## src/rtl/pc_fetch_unit.sv

```systemverilog
// PC register and fetch sequencer: sequential fetch, one branch delay slot,
// and halt detection on a taken jump to HALT_ADDRESS or a misaligned target.
module pc_fetch_unit #(
  parameter logic [31:0] RESET_VECTOR = 32'hBFC00000,
  parameter logic [31:0] HALT_ADDRESS = 32'h00000000
) (
  input  logic        clk,
  input  logic        reset,
  input  logic        clk_enable,
  input  logic        branch_valid,
  input  logic [31:0] branch_target,
  output logic [31:0] instr_address,
  output logic [31:0] link_address,
  output logic        delay_slot,
  output logic        active,
  output logic        addr_error
);

  typedef enum logic [1:0] {
    RUN            = 2'd0,
    BRANCH_PENDING = 2'd1,
    HALTED         = 2'd2
  } state_t;

  state_t      state, state_next;
  logic [31:0] pc, pc_next;
  logic [31:0] target_q, target_next;
  logic        addr_error_q, addr_error_next;

  // Reset wins over clk_enable so a frozen core can still be restarted.
  always_ff @(posedge clk) begin
    if (!reset) begin
      state        <= RUN;
      pc           <= RESET_VECTOR;
      target_q     <= 32'h0;
      addr_error_q <= 1'b0;
    end else if (clk_enable) begin
      state        <= state_next;
      pc           <= pc_next;
      target_q     <= target_next;
      addr_error_q <= addr_error_next;
    end
  end

  always_comb begin
    state_next      = state;
    pc_next         = pc;
    target_next     = target_q;
    addr_error_next = addr_error_q;
    case (state)
      RUN: begin
        if (branch_valid && (branch_target[1:0] != 2'b00)) begin
          addr_error_next = 1'b1;
          state_next      = HALTED;
        end else if (branch_valid) begin
          target_next = branch_target;
          pc_next     = pc + 32'd4;
          state_next  = BRANCH_PENDING;
        end else begin
          pc_next = pc + 32'd4;
        end
      end
      // Delay slot is executing; a branch decoded here is not supported.
      BRANCH_PENDING: begin
        pc_next = target_q;
        if (target_q == HALT_ADDRESS) begin
          state_next = HALTED;
        end else begin
          state_next = RUN;
        end
      end
      HALTED: begin
        state_next = HALTED;
      end
      default: begin
        state_next = HALTED;
      end
    endcase
  end

  always_comb begin
    instr_address = pc;
    link_address  = pc + 32'd8;
    delay_slot    = (state == BRANCH_PENDING);
    active        = (state != HALTED);
    addr_error    = addr_error_q;
  end

endmodule

```

## config.mk

```make
export PLATFORM = sky130hd
export DESIGN_NAME = pc_fetch_unit
export DESIGN_NICKNAME = d
export VERILOG_FILES = /design/src/rtl/pc_fetch_unit.sv
export SDC_FILE = /design/constraint.sdc
export NUM_CORES = 1
export LEC_CHECK = 0
export ABC_AREA = 1
export ABC_CLOCK_PERIOD_IN_PS = 3700
export CELL_PAD_IN_SITES_DETAIL_PLACEMENT = 1
export CELL_PAD_IN_SITES_GLOBAL_PLACEMENT = 1
export CORE_MARGIN = 1.5
export CORE_UTILIZATION = 37
export CTS_BUF_LIST = sky130_fd_sc_hd__clkbuf_16
export DETAILED_ROUTE_END_ITERATION = 16
export GPL_ROUTABILITY_DRIVEN = 0
export PLACE_DENSITY = 0.88
export SYNTH_ARGS = -nofsm -noshare
export SYNTH_HDL_FRONTEND = slang
export SYNTH_SLANG_ARGS = --single-unit
export TNS_END_PERCENT = 5
```

## constraint.sdc

```tcl
create_clock -name clk -period 3.7 [get_ports clk]
set_input_delay 0.74 -clock clk [delete_from_list [all_inputs] [get_ports clk]]
set_output_delay 0.74 -clock clk [all_outputs]
set_load 0.03 [all_outputs]
```

==> metrics.md <==
| Metric | Value |
|---|---|
| WL/cell | 17.6 um |
| Antenna Nets Post-Route | 0 |
| Switching Share | between 20 and 30% |
| Skew final | around 0.011 ns |
| Drt first pass iters | 4 |
| Antenna Cells | 0 |
| Inst Count DP | 829 |
| Slew @ Worst Pin | 0.879 ns |
| Required @ worst endpoint | 2.96 ns |
| Largest net degree at the start of global routing | 64 |
| Post-CTS Setup Bufs | 0 |
| Vias per cell | 5.34 |
| HP Class | flip-flop to flip-flop |
| Post_cts resized | 0 |
| Slew Limit Fails | 0 |
| Share of layout cells above drive strength 1 | 8.65% |
| Crit path launch type | flip-flop |
| Worst Path Arrival | about 2.8 ns |
| Die Y | 108 um |
| Crit path max-delay cell type | clkdlybuf4s50_1 |
| Levels on crit path | 9 |
| Sink Count | 67 |
| Row count | 38 |
| Mapped Nets | 649 |
| Critical path type | flip-flop to output pin |
| CP top delay family | buffers and inverters |
| Clk pwr share | 47.0% |
| Dpl hpwl | 10,900 um |
| IO Count | approximately 100 |
| Synth Instances | 611 |
| Hold_buf cts | 0 |
| Initial Util | 37.7% |
| Clk slew on worst S/H paths | 0.06 ns |
| Die width | 108 um |
| Pwr per Cell Area | 392 nW/um2 |
| Final hold violations | 0 |
| Sw Pwr | around 610 uW |
| Leakage | between 2 and 2.5 nW |
| Critical path's largest stage delay | roughly 0.69 ns |
| Hold path cells | 2 |
| Hold WS | 0.458 ns |
| Area Overhead vs Synth | 35.3% |
| Clk_lat worst skew | 0.34 ns |
| Outcome | completed |
| Critical path peak fanout | 8 |
| Mapped cell area | 4070 um2 |
| Drt total wl | 14,900 um |
| Core box area | between 10,000 and 15,000 um2 |
| Int Pwr | 1.55 mW |
| R2R cell count | 10 |
| Gr ovfl total | 0 |
| Final setup TNS | 0 ns |
| Overall power | 2.16 mW |
| Critical Path Most Common Cell | nand3_2 |
| Initial drt markers | 209 |
| Synth warnings | 0 |
| Port Buffers | 102 |
| Buf/Inv on CP | 2 |
| CTS tree | built |
| RSZ-0062 raised after global routing | no |
| Vias in the first global route | ~4,600 |
| Root Buffer Master | clkbuf_16 |
| Nets@finish | 738 |
| Synth cell types | 37 |
| Cts bufs inserted | 9 |
| Setup violations, final | 0 |
| Number of fillers in the final layout | between 1,000 and 1,500 |
| Vias | 4,513 |
| Die Footprint | around 12,000 um2 |
| Register area share after synthesis | about 33% |
| Synth Area per Inst | 6.66 um2 |
| Commonest non-fill, non-tap cell in the layout | nand2_1 |
| All-Layer GR Usage | 26.4% |
| FMAX | 286 MHz |
| CP endpoint kind | output pin |
| Yosys reg bits | 67 |
| Placed cell area | just over 5000 um2 |
| Comb power frac | between 15 and 20% |
| Layout Cells excl Fill | 845 |
| Clk buf depth | 2 |
| Min cycle time layout | 3.49 ns |
| Design area | 5510 um2 |
| Sequential power share | 36.6% |
| DRC | 0 |
| Maximum capacitance violations | 0 |
| H-Tree Depth | 3 |
| Reg2reg setup slack | 1.51 ns |
| Initial antenna violation count | 0 |
| Commonest cells after routing, fill and taps aside | nand2_1 (114), clkdlybuf4s50_1 (102), inv_1 (74) |
| First-pass GRT wire length | 23,600 um |
| Worst slew margin | about 41% |
| Peak VDD IR | 200 uV |
| Final period utilization | 94.3% |
| Worst path cell trace | ha_1, nand3_2, inv_2, nand2_4, nor2_8, nand3_2, nor2_1, xor2_1, clkdlybuf4s50_1 |
## layout make-up
cell class | count | area [um2] | area share, %
inverters | 81 | 305 | 5.55
flip-flops and latches | 67 | 1340 | 24.4
clock inverters | 7 | 116 | 2.11
repair buffers | 106 | 1050 | 19.1
clock buffers | 9 | 225 | 4.09
multi-input cells | 435 | 2290 | 41.6
well taps | 140 | 175 | 3.18
## worst paths after layout
kind / startpoint / end
setup / recovery: instr_address[4] / link_address[27]
hold / removal: target_q[30] / target_q[30]
hold reg to reg: target_q[30] / target_q[30]
setup reg to reg: instr_address[2] / instr_address[26]
## synth_stat cells (all sizes together)
cell type / n / area, um2
nand3: 38 / 205
o22ai: 5 / 37.5
nor3: 10 / 55.1
o21a: 1 / 7.51
nand2: 126 / 528
ha: 2 / 25.0
buf: 11 / 67.6
o21ai: 62 / 310
inv: 79 / 297
clkinv: 2 / 8.75
o211a: 1 / 10.0
nor4: 2 / 12.5
or2: 1 / 6.26
clkbuf: 17 / 63.8
xnor2: 6 / 52.6
o21bai: 1 / 7.51
o211ai: 1 / 7.51
a21oi: 76 / 395
nor2: 65 / 337
nand3b: 3 / 22.5
a31oi: 1 / 6.26
xor2: 21 / 184
dfxtp: 67 / 1340
nand4: 13 / 81.3
## power groups by stage
| stage | clock [mW] | combinational, mW | sequential (mW) |
|---|---|---|---|
| 3_3_place_gp | 0 | 0.341 | 0.801 |
| 3_5_place_dp | 0 | 0.349 | 0.804 |
| 2_1_floorplan | 0 | 0.179 | 0.822 |
| 5_1_grt | 1.05 | 0.382 | 0.794 |
| 6_report | 1.01 | 0.354 | 0.790 |
| 4_1_cts | 1.02 | 0.354 | 0.789 |
## metrics by stage
step	utilization, %	setup WS (ns)
2_1_floorplan	-	0.915
6_report	51.0	0.210
3_5_place_dp	47.8	0.628
3_3_place_gp	47.8	0.719
4_1_cts	51.0	0.206
5_1_grt	51.0	0.0155
## cell families (layout without fill, tap and decap cells)
| logic type | count (synthesis) | after routing | share of synthesized area, % |
|---|---|---|---|
| AO/OA/AOI/OAI | 148 | 148 | 19.2 |
| adder cells (fa/ha/maj) | 2 | 2 | 0.615 |
| buffers and inverters | 109 | 203 | 10.7 |
| AND/OR/NAND/NOR | 258 | 258 | 30.7 |
| flip-flops | 67 | 67 | 33.0 |
| XOR/XNOR | 27 | 27 | 5.81 |
## per-layer routing
metal	track usage, %	up-vias	wire, um
met4	7.71	0	267
met3	4.78	22	919
li1	-	2159	-
met1	31.9	2173	6230
met2	47.4	159	7450
met5	0	-	0
## tightest hold or removal path, cell delays in order, from the launching register on
cell and delay (ns):
dfxtp_1 0.31, inv_1 0.05, a21oi_1 0.05
## state kept, by name, indices dropped and copies added (netlist names)
signal / count
instr_address: 32
target_q: 32
addr_error: 1
state: 2
Power figures use the tool's default switching activity.
